==> config.mk <==
export PLATFORM = sky130hd
export DESIGN_NAME = regfile_write_arbiter
export DESIGN_NICKNAME = d
export VERILOG_FILES = /design/src/rtl/regfile_pkg.sv /design/src/rtl/rr_arbiter2.sv /design/src/rtl/regfile_write_arbiter.sv
export SDC_FILE = /design/constraint.sdc
export NUM_CORES = 1
export LEC_CHECK = 0
export BUFFER_PORTS_ARGS = -buffer_cell sky130_fd_sc_hd__buf_4
export CAP_MARGIN = 15
export CORE_ASPECT_RATIO = 0.6
export CORE_UTILIZATION = 40
export DETAILED_ROUTE_END_ITERATION = 8
export PLACE_DENSITY = 0.86
export SETUP_SLACK_MARGIN = 0.4
export SYNTH_ARGS = -nofsm -noshare
export SYNTH_HDL_FRONTEND = slang
export SYNTH_SLANG_ARGS = --single-unit
==> constraint.sdc <==
create_clock -name CPU_CLOCK -period 1.6 [get_ports CPU_CLOCK]
set_input_delay 0.08 -clock CPU_CLOCK [delete_from_list [all_inputs] [get_ports CPU_CLOCK]]
set_output_delay 0.08 -clock CPU_CLOCK [all_outputs]
set_load 0.005 [all_outputs]
==> src/rtl/regfile_pkg.sv <==
// Shared constants and enums for the register-file write-port arbiter.
// Ports: none (package only).
// Imported by rr_arbiter2 and regfile_write_arbiter.
package regfile_pkg;

  localparam int RF_DATA_WIDTH = 18;
  localparam int RF_ADDR_WIDTH = 4;
  localparam int RF_NUM_REGS   = 16;

  // Requester ids double as bit positions in the request/grant vectors.
  typedef enum logic {
    REQ_ALU = 1'b0,
    REQ_MEM = 1'b1
  } req_id_t;

  typedef enum logic {
    RUN  = 1'b0,
    INIT = 1'b1
  } state_t;

endpackage

==> src/rtl/rr_arbiter2.sv <==
// Two-way round-robin arbiter: combinational one-hot grant, registered priority.
// Ports: clk/rst, req[1:0] (bit 0 = ALU, bit 1 = MEM), en (gates all grants), gnt[1:0].
// Priority moves to the other requester after every grant; it holds while en is low.
module rr_arbiter2
  import regfile_pkg::*;
(
  input  logic       clk,
  input  logic       rst,
  input  logic [1:0] req,
  input  logic       en,
  output logic [1:0] gnt
);

  req_id_t prio_q, prio_d;

  // Grant depends only on requests, enable and the priority flop, so a
  // requester's ready never loops back through its own valid.
  always_comb begin
    gnt = 2'b00;
    if (en) begin
      if (req[0] && req[1]) begin
        gnt = (prio_q == REQ_ALU) ? 2'b01 : 2'b10;
      end else begin
        gnt = req;
      end
    end
  end

  always_comb begin
    prio_d = prio_q;
    if (gnt[0]) begin
      prio_d = REQ_MEM;
    end else if (gnt[1]) begin
      prio_d = REQ_ALU;
    end
  end

  always_ff @(posedge clk or posedge rst) begin
    if (rst) begin
      prio_q <= REQ_ALU;
    end else begin
      prio_q <= prio_d;
    end
  end

endmodule

==> src/rtl/regfile_write_arbiter.sv <==
// Shares the register-file write port between ALU and load writeback, with a zeroing init sequencer.
// Ports: CPU_CLOCK/CLEAR; ALU_* and MEM_* valid/ready requesters; INIT_START/INIT_BUSY;
//        REG_WRITE_ENABLE/WRITE_REG/WRITE_DATA to the register file; PENDING one-hot of the staged write.
module regfile_write_arbiter
  import regfile_pkg::*;
#(
  parameter int DATA_WIDTH = RF_DATA_WIDTH,
  parameter int ADDR_WIDTH = RF_ADDR_WIDTH,
  parameter int NUM_REGS   = RF_NUM_REGS
) (
  input  logic                  CPU_CLOCK,
  input  logic                  CLEAR,
  input  logic                  ALU_VALID,
  output logic                  ALU_READY,
  input  logic [ADDR_WIDTH-1:0] ALU_REG,
  input  logic [DATA_WIDTH-1:0] ALU_DATA,
  input  logic                  MEM_VALID,
  output logic                  MEM_READY,
  input  logic [ADDR_WIDTH-1:0] MEM_REG,
  input  logic [DATA_WIDTH-1:0] MEM_DATA,
  input  logic                  INIT_START,
  output logic                  INIT_BUSY,
  output logic                  REG_WRITE_ENABLE,
  output logic [ADDR_WIDTH-1:0] WRITE_REG,
  output logic [DATA_WIDTH-1:0] WRITE_DATA,
  output logic [NUM_REGS-1:0]   PENDING
);

  // Counter value of the last register; NUM_REGS equals 2**ADDR_WIDTH.
  localparam logic [ADDR_WIDTH-1:0] LAST_REG = {ADDR_WIDTH{1'b1}};

  state_t                state_q, state_d;
  logic [ADDR_WIDTH-1:0] cnt_q, cnt_d;
  logic                  we_q, we_d;
  logic [ADDR_WIDTH-1:0] wreg_q, wreg_d;
  logic [DATA_WIDTH-1:0] wdata_q, wdata_d;
  logic [NUM_REGS-1:0]   pending_q, pending_d;
  logic                  arb_en;
  logic [1:0]            gnt;

  // An INIT_START cycle blocks new grants so the first zero-write can take
  // the output stage on the very next edge.
  assign arb_en = (state_q == RUN) && !INIT_START;

  rr_arbiter2 u_arb (
    .clk (CPU_CLOCK),
    .rst (CLEAR),
    .req ({MEM_VALID, ALU_VALID}),
    .en  (arb_en),
    .gnt (gnt)
  );

  assign ALU_READY        = gnt[0];
  assign MEM_READY        = gnt[1];
  assign INIT_BUSY        = (state_q == INIT);
  assign REG_WRITE_ENABLE = we_q;
  assign WRITE_REG        = wreg_q;
  assign WRITE_DATA       = wdata_q;
  assign PENDING          = pending_q;

  // cnt_q tracks the register whose zero-write is currently in the output
  // stage, so the FSM leaves INIT on the edge that commits register LAST_REG.
  always_comb begin
    state_d = state_q;
    cnt_d   = cnt_q;
    we_d    = 1'b0;
    wreg_d  = '0;
    wdata_d = '0;
    case (state_q)
      RUN: begin
        if (INIT_START) begin
          state_d = INIT;
          cnt_d   = '0;
          we_d    = 1'b1;
        end else if (gnt[0]) begin
          we_d    = 1'b1;
          wreg_d  = ALU_REG;
          wdata_d = ALU_DATA;
        end else if (gnt[1]) begin
          we_d    = 1'b1;
          wreg_d  = MEM_REG;
          wdata_d = MEM_DATA;
        end
      end
      INIT: begin
        if (cnt_q == LAST_REG) begin
          state_d = RUN;
          cnt_d   = '0;
        end else begin
          cnt_d  = cnt_q + 1'b1;
          we_d   = 1'b1;
          wreg_d = cnt_q + 1'b1;
        end
      end
      default: state_d = RUN;
    endcase
  end

  always_comb begin
    pending_d = '0;
    if (we_d) begin
      pending_d[wreg_d] = 1'b1;
    end
  end

  always_ff @(posedge CPU_CLOCK or posedge CLEAR) begin
    if (CLEAR) begin
      state_q   <= RUN;
      cnt_q     <= '0;
      we_q      <= 1'b0;
      wreg_q    <= '0;
      wdata_q   <= '0;
      pending_q <= '0;
    end else begin
      state_q   <= state_d;
      cnt_q     <= cnt_d;
      we_q      <= we_d;
      wreg_q    <= wreg_d;
      wdata_q   <= wdata_d;
      pending_q <= pending_d;
    end
  end

endmodule

==> Flow_metrics.wiki <==
{| class="wikitable"
! Metric !! Value
|-
| Final clock period utilization by the worst path || 1.110
|-
| Yosys top cell area share || 0.6285
|-
| Final worst hold slack || -0.007658 ns
|-
| Initial antenna violation count || 0
|-
| Placeable core area || 4212 µm²
|-
| Final hold violations || 2
|-
| Type of the worst min-delay path || in2reg
|-
| Cell count of the worst hold path || 2
|-
| Number of storage elements in the synthesis netlist || 45
|-
| Weighted congestion at the end of routability-driven global placement || 0.8115
|-
| Stage delay of the slowest cell on the critical path || 0.42 ns
|-
| Fraction of the mapped netlist area in adder cells || 0.006983
|-
| DRC Markers || 0
|-
| Average cell area after synthesis || 13.08 µm²
|-
| Num rows || 18
|-
| Leading cell types by total area after synthesis || dfrtp_1 63%, a22o_1 9.3%, nor4_1 5.6%
|-
| Achievable clock frequency || 0.5632 GHz
|-
| First-pass GRT wire length || 9.929 mm
|-
| Total global routing overflow || 0
|-
| Max stage delay cell, worst path || dfrtp_2
|-
| Count of antenna diodes in the layout || 0
|-
| Xor/xnor cell area share of the yosys netlist || 0.004888
|-
| Required time worst endpoint || 1.80 ns
|-
| Type of the worst setup path || reg2reg
|-
| Critical path cell sequence || ha_4 > nand3_2 > a32oi_4 > buf_6 > nand3_4 > nor4_2
|-
| Number of distinct library cell variants in the gate-level netlist after synthesis || 36
|-
| Number of vias per cell || 5.623
|-
| Max-slew violation count || 0
|-
| Gate count of the mapped netlist || 137
|-
| Peak fanout along the critical path || 8
|-
| Die ar. || 4760 µm²
|-
| Growth of design area from synthesis to finish || 111.1%
|-
| Remaining max-slew budget at the tightest pin || 0.6305
|-
| Share of the synthesized area in compound gates (AO/OA/AOI/OAI) || 0.1941
|-
| Transition time at the pin with the least slew margin || 0.5542 ns
|-
| Port bufs || 90
|-
| Final worst slack || -0.1757 ns
|-
| Fraction of synthesized area in multiplexers || 0
|-
| Root Driver || clkbuf_8
|-
| Fraction of layout instances using a drive strength above 1 || 0.6645
|-
| WL/cell || 22.83 µm
|-
| Number of design-rule violations left by the first detailed-router iteration || 89
|-
| Via count || 2,030
|-
| Aggregate global-route resource usage || 0.3025
|-
| Min Tclk post-route || 1.776 ns
|-
| Pin count of the biggest net entering global routing || 46
|-
| Outcome || complete, but fails checks
|-
| Vias in the first global route || 1,828
|-
| Placed wire-length estimate after detailed placement || 3.479 mm
|-
| Pwr/cell area || 1898 nW/µm²
|-
| Warning count from the yosys run || 0
|-
| Setup repair after global routing missed its margin || true
|-
| Critical register-to-register path startpoint || cnt_q[0]
|-
| Arrival time at the worst endpoint || 1.97 ns
|-
| Max cap viols || 0
|-
| Clock buffers created by TritonCTS || 5
|-
| Combined area of all synthesized cells || 1792 µm²
|-
| Critical Path Sink Type || flip-flop
|-
| H-tree lvl count || 2
|-
| Final Skew || 0.01437 ns
|-
| Cell type with the highest aggregate area in the netlist || dfrtp_1
|-
| Lkg Pwr || 1.832 nW
|-
| Die width || 88.41 µm
|-
| Final standard cell utilization of the core || 0.8981
|-
| Nets@finish || 350
|-
| Launch point of the worst path || cnt_q[0]
|-
| Number of sinks driven by the clock tree || 45
|-
| Starting Density || 0.4254
|-
| Setup-failing EPs final || 18
|-
| Number of nets still failing antenna checks after routing || 0
|-
| Syn_nets || 187
|-
| Clk buf depth || 2
|-
| Peak supply drop || 1.160 mV
|-
| Combinational family with the most area after synthesis || compound AO/OA/AOI/OAI gates
|-
| Number of search-and-repair iterations in the first detailed-routing pass || 4
|-
| Basic-gate share of the synthesized area counting and, or, nand and nor cells || 0.1355
|-
| Floorplan die height || 53.84 µm
|-
| Detailed Route WL || 8.243 mm
|-
| CTS clk-pin slew, worst paths || 0.09 ns
|-
| Sequential fraction of the synthesis area || 0.6285
|-
| Violated checks || hold timing, setup timing
|-
| Setup crit start kind || flip-flop
|-
| Logic depth of the worst register-to-register path || 6
|-
| CTS tree || yes
|-
| Start point of the worst min-delay path || MEM_DATA[4]
|-
| Boundary Pins || 91
|-
| Insertion delay to the later sink of the worst-skew pair || 0.32 ns
|}
cell families (layout without fill, tap and decap cells):
| family | count (synthesis) | after routing |
|---|---|---|
| compound gates | 38 | 38 |
| simple gates | 39 | 40 |
| buf+inv | 13 | 176 |
| flops | 45 | 45 |
| fa+ha+maj | 1 | 1 |
| xor+xnor | 1 | 1 |
through the flow:
| stage | power [mW] | cells | setup TNS, ns | setup slack (ns) | instance area [µm²] |
|---|---|---|---|---|---|
| 2_1_floorplan | 2.945 | 137 | 0 | 0.01932 | 1881 |
| 3_3_place_gp | 3.875 | 303 | -0.3766 | -0.1305 | 2725 |
| 3_5_place_dp | 3.956 | 303 | -1.017 | -0.1549 | 2725 |
| 4_1_cts | 5.984 | 348 | -0.9457 | -0.08511 | 3487 |
| 5_1_grt | 7.403 | 361 | -2.635 | -0.2007 | 3782 |
| 6_report | 7.180 | 361 | -1.532 | -0.1757 | 3782 |
final cells by class:
| cell class | count | area [µm²] |
|---|---|---|
| Multi-Input combinational cell | 80 | 908.4 |
| Clock inverter | 3 | 68.82 |
| Sequential cell | 45 | 1129 |
| Fill cell | 163 | 429.2 |
| Clock buffer | 5 | 68.82 |
| Inverter | 6 | 30.03 |
| Tap cell | 60 | 75.07 |
| Timing Repair Buffer | 162 | 1503 |
path summary, 6_finish.rpt:
kind                                      end  slack [ns]
worst max-delay path               PENDING[4]       -0.18
worst min-delay path            WRITE_DATA[4]      -0.008
worst max register to register     PENDING[4]       -0.18
worst min register to register       cnt_q[3]        0.69
max in group asynchronous            cnt_q[0]        0.75
min in group asynchronous       WRITE_DATA[0]        0.44
power by group:
group | switching, mW | leakage, nW | internal, mW
logic | 2.31 | 1.17 | 2.21
clock network | 0.419 | 0.0687 | 0.629
registers | 0.172 | 0.594 | 1.44
synth_stat cells:
library cell,n
dfrtp_1,45
a22o_1,19
nor4_1,16
clkbuf_1,5
inv_1,4
nand2_1,4
a21oi_1,3
a32oi_1,3
nor2_1,3
a21o_1,2
a32o_1,2
and2_1,2
buf_2,2
nand2b_1,2
nand3_1,2
nor2b_1,2
o21a_1,2
a21boi_0,1
a21boi_2,1
a221oi_4,1
a22oi_4,1
a311o_1,1
and2_4,1
and3_4,1
and3b_1,1
and4_1,1
and4b_1,1
ha_1,1
inv_2,1
inv_4,1
nand4_1,1
nand4b_1,1
o2111ai_1,1
o21ai_0,1
or2_2,1
xor2_1,1
critical path, delay by kind of cell (launching register included):
kind                       cells  cell delay [ns]
AOI/OAI and AO/OA              1             0.27
adders and majority gates      1             0.20
buffers and inverters          1             0.15
DFF                            1             0.42
and+or+nand+nor                3             0.62
state kept, by name, summed over array words and instances, names as in the netlist:
signal and cells:
INIT_BUSY 1, WRITE_DATA 18, cnt_q 4, u_arb.prio_q 1, WRITE_REG 4, REG_WRITE_ENABLE 1, PENDING 16
metal layers:
layer	share of wire	global-route usage
met1	0.39	0.3657
met2	0.48	0.4949
met3	0.11	0.09663
met4	0.027	0.1586
met5	0	0
cell usage in the layout, fill, tap and decap left out, types with 2 or more instances in the layout:
master / n
a21oi_4: 2
dfrtp_1: 43
o21a_4: 2
nor4_4: 4
dfrtp_2: 2
a32o_2: 2
nand2_1: 2
dlygate4sd3_1: 22
clkbuf_16: 2
inv_2: 2
bufinv_16: 2
a22o_1: 19
a21o_1: 2
buf_4: 112
nor2_1: 3
and2_4: 3
buf_12: 4
clkbuf_8: 5
nand2b_4: 2
buf_6: 15
a32oi_1: 2
nor4_2: 12
buf_8: 4
buf_16: 3
inv_4: 3
repair_timing:
action / CTS / global route
gates resized for setup: 56 / 34
pin swaps: 19 / 19
hold buffers: 20 / 2
gates cloned: 3 / 4
setup endpoints to repair: 42 / 44
setup buffers: 14 / 7
endpoints found under the hold margin: 57 / 2
Note: power is estimated with default switching activity, not from simulation.
